--- config.mk ---
export PLATFORM = sky130hd
export DESIGN_NAME = ip_tx_request_queue
export DESIGN_NICKNAME = d
export VERILOG_FILES = /design/src/rtl/infernet_net_pkg.sv /design/src/rtl/sync_fifo.sv /design/src/rtl/ip_tx_request_queue.sv
export SDC_FILE = /design/constraint.sdc
export NUM_CORES = 1
export LEC_CHECK = 0
export BUFFER_PORTS_ARGS = -buffer_cell sky130_fd_sc_hd__clkbuf_2
export CAP_MARGIN = 20
export CORE_ASPECT_RATIO = 1.25
export CORE_MARGIN = 2
export CORE_UTILIZATION = 58
export CTS_CLUSTER_DIAMETER = 200
export DETAILED_ROUTE_END_ITERATION = 16
export PLACE_DENSITY = 0.79
export SYNTH_ARGS = -nofsm -noshare
export SYNTH_HDL_FRONTEND = slang
export SYNTH_HIERARCHICAL = 1
export SYNTH_SLANG_ARGS = --single-unit
--- constraint.sdc ---
create_clock -name ACLK -period 5.1 [get_ports ACLK]
set_input_delay 1.275 -clock ACLK [delete_from_list [all_inputs] [get_ports ACLK]]
set_output_delay 1.275 -clock ACLK [all_outputs]
set_load 0.02 [all_outputs]
--- src/rtl/infernet_net_pkg.sv ---
// Shared types for the InferNet reply path.
//   tx_request_t : one reply request {recipient IP, recipient MAC, message}.
//                  Bit 0 of each field is the MSB of its first wire byte.
//   tx_state_t   : states of the request-issue FSM in ip_tx_request_queue.
package infernet_net_pkg;

  localparam int unsigned IP_ADDR_WIDTH    = 32;
  localparam int unsigned MAC_ADDR_WIDTH   = 48;
  localparam int unsigned ACCEL_DATA_WIDTH = 10;

  typedef struct packed {
    logic [0:IP_ADDR_WIDTH-1]    ip;
    logic [0:MAC_ADDR_WIDTH-1]   mac;
    logic [0:ACCEL_DATA_WIDTH-1] msg;
  } tx_request_t;

  typedef enum logic [1:0] {
    TX_IDLE,
    TX_WAIT_ACK,
    TX_BUSY
  } tx_state_t;

endpackage

--- src/rtl/sync_fifo.sv ---
// Single-clock FIFO with a registered head output.
//   clk, rst    : clock, synchronous active-high reset
//   push, din   : write request and data (ignored while full)
//   pop         : retire the head entry (ignored while empty)
//   full, empty : derived from the pointers, so they change one cycle after push/pop
//   count       : entries held
//   head        : registered copy of the entry at the read pointer ('0 while empty)
//   head_valid  : head holds a live entry; low for the cycle after a pop while it reloads
module sync_fifo #(
  parameter int unsigned WIDTH = 8,
  parameter int unsigned DEPTH = 4
) (
  input  logic                     clk,
  input  logic                     rst,
  input  logic                     push,
  input  logic                     pop,
  input  logic [WIDTH-1:0]         din,
  output logic                     full,
  output logic                     empty,
  output logic [$clog2(DEPTH):0]   count,
  output logic [WIDTH-1:0]         head,
  output logic                     head_valid
);

  localparam int unsigned AW = $clog2(DEPTH);

  logic [WIDTH-1:0] mem [DEPTH];
  logic [AW:0]      wr_ptr;
  logic [AW:0]      rd_ptr;
  logic             do_push;
  logic             do_pop;

  // Extra pointer MSB distinguishes full from empty when the low bits match.
  assign full    = (wr_ptr[AW] != rd_ptr[AW]) && (wr_ptr[AW-1:0] == rd_ptr[AW-1:0]);
  assign empty   = (wr_ptr == rd_ptr);
  assign count   = wr_ptr - rd_ptr;
  assign do_push = push && !full;
  assign do_pop  = pop && !empty;

  always_ff @(posedge clk) begin
    if (do_push) begin
      mem[wr_ptr[AW-1:0]] <= din;
    end
  end

  // The slot under rd_ptr is never rewritten while non-empty, so head stays
  // frozen until the pop moves rd_ptr.
  always_ff @(posedge clk) begin
    if (rst) begin
      wr_ptr     <= '0;
      rd_ptr     <= '0;
      head       <= '0;
      head_valid <= 1'b0;
    end else begin
      if (do_push) begin
        wr_ptr <= wr_ptr + 1'b1;
      end
      if (do_pop) begin
        rd_ptr <= rd_ptr + 1'b1;
      end
      head       <= empty ? '0 : mem[rd_ptr[AW-1:0]];
      head_valid <= !empty && !do_pop;
    end
  end

endmodule

--- src/rtl/ip_tx_request_queue.sv ---
// Request queue in front of ip_packet_tx.
// Buffers {IP, MAC, message} reply requests and issues them one at a time,
// holding the head fields stable for the whole frame.
//   ACLK, ARESET           : clock, synchronous active-high reset
//   REQ_*                  : request input, accepted when REQ_VALID && REQ_READY
//   REQ_READY              : !full (registered pointers, no path from pop)
//   RECIPIENT_*            : registered head entry fields to the transmitter
//   START_IP_TXN           : one-cycle frame start pulse
//   READY_FOR_SEND         : transmitter idle
//   OCCUPANCY              : entries held, including the one in flight
//   TIMEOUT_ERR            : sticky; a START was never acknowledged
module ip_tx_request_queue #(
  parameter int unsigned DEPTH          = 4,
  parameter int unsigned IP_ADDR_WIDTH  = 32,
  parameter int unsigned MAC_ADDR_WIDTH = 48,
  parameter int unsigned MSG_WIDTH      = 10,
  parameter int unsigned ACK_TIMEOUT    = 8
) (
  input  logic                      ACLK,
  input  logic                      ARESET,
  input  logic [0:IP_ADDR_WIDTH-1]  REQ_IP_ADDRESS,
  input  logic [0:MAC_ADDR_WIDTH-1] REQ_MAC_ADDRESS,
  input  logic [0:MSG_WIDTH-1]      REQ_MESSAGE,
  input  logic                      REQ_VALID,
  output logic                      REQ_READY,
  output logic [0:IP_ADDR_WIDTH-1]  RECIPIENT_IP_ADDRESS,
  output logic [0:MAC_ADDR_WIDTH-1] RECIPIENT_MAC_ADDRESS,
  output logic [0:MSG_WIDTH-1]      RECIPIENT_MESSAGE,
  output logic                      START_IP_TXN,
  input  logic                      READY_FOR_SEND,
  output logic [$clog2(DEPTH):0]    OCCUPANCY,
  output logic                      TIMEOUT_ERR
);

  import infernet_net_pkg::*;

  localparam int unsigned CNT_W = $clog2(ACK_TIMEOUT + 1);

  tx_request_t      req_entry;
  tx_request_t      head_entry;
  logic             fifo_full;
  logic             fifo_empty;
  logic             head_valid;
  logic             pop;
  logic             ack_expired;
  tx_state_t        state;
  logic [CNT_W-1:0] ack_cnt;

  assign req_entry = '{ip: REQ_IP_ADDRESS, mac: REQ_MAC_ADDRESS, msg: REQ_MESSAGE};

  sync_fifo #(
    .WIDTH ($bits(tx_request_t)),
    .DEPTH (DEPTH)
  ) u_fifo (
    .clk        (ACLK),
    .rst        (ARESET),
    .push       (REQ_VALID),
    .pop        (pop),
    .din        (req_entry),
    .full       (fifo_full),
    .empty      (fifo_empty),
    .count      (OCCUPANCY),
    .head       (head_entry),
    .head_valid (head_valid)
  );

  assign REQ_READY             = !fifo_full;
  assign RECIPIENT_IP_ADDRESS  = head_entry.ip;
  assign RECIPIENT_MAC_ADDRESS = head_entry.mac;
  assign RECIPIENT_MESSAGE     = head_entry.msg;

  assign ack_expired = (ack_cnt == CNT_W'(ACK_TIMEOUT - 1));

  // Pop on the same conditions that return the FSM to IDLE.
  always_comb begin
    pop = 1'b0;
    unique case (state)
      TX_WAIT_ACK: pop = READY_FOR_SEND && ack_expired;
      TX_BUSY:     pop = READY_FOR_SEND;
      default:     pop = 1'b0;
    endcase
  end

  always_ff @(posedge ACLK) begin
    if (ARESET) begin
      state        <= TX_IDLE;
      START_IP_TXN <= 1'b0;
      ack_cnt      <= '0;
      TIMEOUT_ERR  <= 1'b0;
    end else begin
      START_IP_TXN <= 1'b0;
      unique case (state)
        TX_IDLE: begin
          // head_valid gates out the cycle right after a pop, giving one idle
          // cycle between frames while the head register reloads.
          if (head_valid && !fifo_empty && READY_FOR_SEND) begin
            START_IP_TXN <= 1'b1;
            ack_cnt      <= '0;
            state        <= TX_WAIT_ACK;
          end
        end
        TX_WAIT_ACK: begin
          if (!READY_FOR_SEND) begin
            state <= TX_BUSY;
          end else if (ack_expired) begin
            TIMEOUT_ERR <= 1'b1;
            state       <= TX_IDLE;
          end else begin
            ack_cnt <= ack_cnt + 1'b1;
          end
        end
        TX_BUSY: begin
          if (READY_FOR_SEND) begin
            state <= TX_IDLE;
          end
        end
        default: state <= TX_IDLE;
      endcase
    end
  end

endmodule
==> key figures <==
Run status
  – Status: complete, no violations

Logic synthesis
  – Post-Synthesis Net Count: 891
  – FF+latch count, synth: approximately 470
  – Synth area leaders: edfxtp_1 (64%), dfxtp_1 (12%), mux4_2 (12%)
  – Post-Synthesis Cells: 785
  – Synthesis Warnings: 6
  – Share of the synthesized area in the top cell type: 63.7%
  – Avg Inst Size Synth: 21.6 sq um
  – Synth area leader: edfxtp_1
  – Register area share after synthesis: 76.1%
  – Top FF cell, synth: edfxtp_1
  – Number of synthesized flops with an enable pin: 360
  – Share of synthesized registers carrying an async set or reset: 0%
  – Post-synth cell types: 55
  – Synthesized area: 0.0170 sq mm

Clock network
  – CTS HTree Levels: 2
  – CTS tree: built
  – Clock Sinks: between 400 and 500
  – TritonCTS buffer count: 42
  – Clk slew on worst S/H paths: approximately 60 ps
  – PostCTS Resize Cnt: 0
  – Clock root buffer: clkbuf_16
  – CTS max path bufs: 3
  – Post-CTS Setup Bufs: 0
  – CTS Hold Buffers Added: 0
  – Clock Latency Late Sink: around 530 ps

Worst setup path
  – R2R Setup Slk: about 2100 ps
  – Slowest CP cell: dfxtp_4
  – CP Capture Type: output pin
  – Max FO, Critical Path: 14
  – Data required, critical path: ~3800 ps
  – Worst Setup Start Kind: flip-flop
  – CP cell instances: inv_1 -> ha_1 -> nand2_1 -> nor2_1 -> inv_1 -> clkbuf_2
  – Critical Path AT: between 2000 and 2500 ps
  – Crit Path Category: reg -> out
  – Crit-path max cell delay: 480 ps
  – Most used cell, CP: inv_1

STA
  – Max_slew headroom: a little under two fifths
  – RSZ-0062 raised after global routing: false
  – Worst setup margin: between 1500 and 2000 ps
  – Tmin final: 3400 ps
  – Setup_tns: 0 ps
  – Fmax: 0.294 GHz
  – Hold slack: roughly 480 ps
  – Final hold vios: 0
  – Slew Limit Fails: 0
  – Pin slew with the least headroom to its limit: approximately 950 ps
  – Clock skew: 20.4 ps
  – Final setup violation count: 0
  – Fin crit share: roughly two thirds

Die
  – I/O pin cnt: 190
  – Std-Cell Rows: 70
  – Die footprint: 0.0306 sq mm
  – Die height: 195 um
  – Initial Util: 58.5%
  – Die width: 157 um
  – Core area: 0.0290 sq mm

Placement
  – Place WS: a little under 2000 ps
  – Inst Count DP: 1345
  – GP Congestion: 0.748
  – I/O Buffers: 189
  – Placed Area: roughly 0.018 sq mm
  – Hpwl dp: 18.0 mm

Power
  – Cell Pwr Density: 460 mW/mm^2
  – Leak: 6.99 nW
  – Peak supply drop: 362 uV
  – Design Power: 9.10 mW

Global routing
  – Pin count of the biggest net entering global routing: 60
  – First-pass GRT wire length: 45.8 mm
  – Grt ovf: 0
  – Vias in the first global route: 8026
  – Tot GR Track Use: approximately a fifth
  – Initial antenna violation count: 2

Cells and area
  – Ratio of cells with drive above 1 in the final layout: 42.3%
  – Fillcell total: 1835
  – Post-route insts no fill: roughly 1400
  – Commonest non-fill, non-tap cell in the layout: edfxtp_1
  – Most frequent cells in the layout: edfxtp_1 (360), clkbuf_2 (189), dfxtp_1 (103), mux4_2 (90), nor2b_4 (58)
  – Fin nets: between 1000 and 1500
  – Post-Route Utilization: 68.3%
  – Design area: 0.0198 sq mm
  – Syn-to-layout area delta: 16.7%

Drt
  – DR vias/cell: ~5.4
  – Vias post-DR: between 7000 and 8000
  – DRT Wirelength: 30.0 mm
  – Iteration-0 DRC Markers: 464
  – Final ANT Viol Nets: 0
  – Drt first pass iters: 4
  – Routed WL per cell: 21.0 um
  – # DRC: 0

Worst hold path
  – Worst hold path class: reg -> reg

Job
  – Number of max-cap violations: 0
-- worst max-delay path, delay by kind of cell (launching register included) --
| family | cells | cell delay (ps) |
|---|---|---|
| DFF | 1 | 480 |
| and+or+nand+nor | 2 | 400 |
| buffers and inverters | 3 | 390 |
| adders and majority gates | 1 | 350 |
-- cell usage after synthesis, types with 2 or more instances --
cell         n
edfxtp_1   360
dfxtp_1    105
mux4_2      90
nor2b_4     58
nor2b_1     35
buf_6       14
buf_2       11
ha_1        11
inv_1       10
nand2_1     10
buf_1        7
nor2_1       6
a31oi_1      5
and2_1       4
nand3_1      4
nor3b_1      4
a21oi_1      3
nand2b_1     3
a41oi_1      2
and4b_1      2
buf_4        2
clkbuf_1     2
nand3b_1     2
nor3_1       2
o2bb2ai_1    2
o311ai_0     2
-- logic make-up after synthesis --
group                    Yosys count  synth area share, %
buffers and inverters             48                 1.87
flip-flops                       465                 76.1
XOR/XNOR                           2                0.148
adder cells (fa/ha/maj)           12                0.929
AO/OA/AOI/OAI                     24                 1.14
AND/OR/NAND/NOR                  142                 7.74
multiplexers                      92                 12.1
-- path summary, 6_finish.rpt --
kind                     from                end  cells after the start
max          u_fifo/rd_ptr[1]          REQ_READY                      6
min                  state[1]           state[1]                      2
max reg2reg  u_fifo/rd_ptr[1]  u_fifo/mem[2][12]                      6
min reg2reg          state[1]           state[1]                      2
-- final cells by class --
| class | instances | area [sq um] | share of cell area, % |
|---|---|---|---|
| clock inverter | 25 | 278 | 1.40 |
| tap | 396 | 495 | 2.50 |
| sequential | 465 | 12900 | 65.3 |
| multi-input combinational | 272 | 3760 | 19.0 |
| timing repair buffer | 202 | 1130 | 5.73 |
| inverter | 11 | 41.3 | 0.209 |
| clock buffer | 52 | 1170 | 5.92 |
| antenna | 1 | 2.50 | 0.0126 |
-- per-layer routing --
layer | part of all wire (%) | up-vias | GRT usage (%)
met5 | 0.040 | - | 0
met4 | 1.9 | 2 | 5.61
met2 | 53 | 206 | 34.0
met1 | 40 | 4005 | 26.9
met3 | 5.0 | 38 | 3.60
li1 | - | 3502 | -
-- sequential cells by signal, summed over array words and instances, names as in the netlist --
signal and flops:
TIMEOUT_ERR 1, u_fifo/head_valid 1, u_fifo/wr_ptr 3, u_fifo/head 90
state 2, ack_cnt 4, u_fifo/rd_ptr 3, u_fifo/mem 360
START_IP_TXN 1
-- where the power goes --
part / internal [mW] / switching [mW]
clock network: 1.94 / 1.29
registers: 4.58 / 0.129
logic: 0.441 / 0.723
No activity file was read; power rests on OpenSTA's default activity.
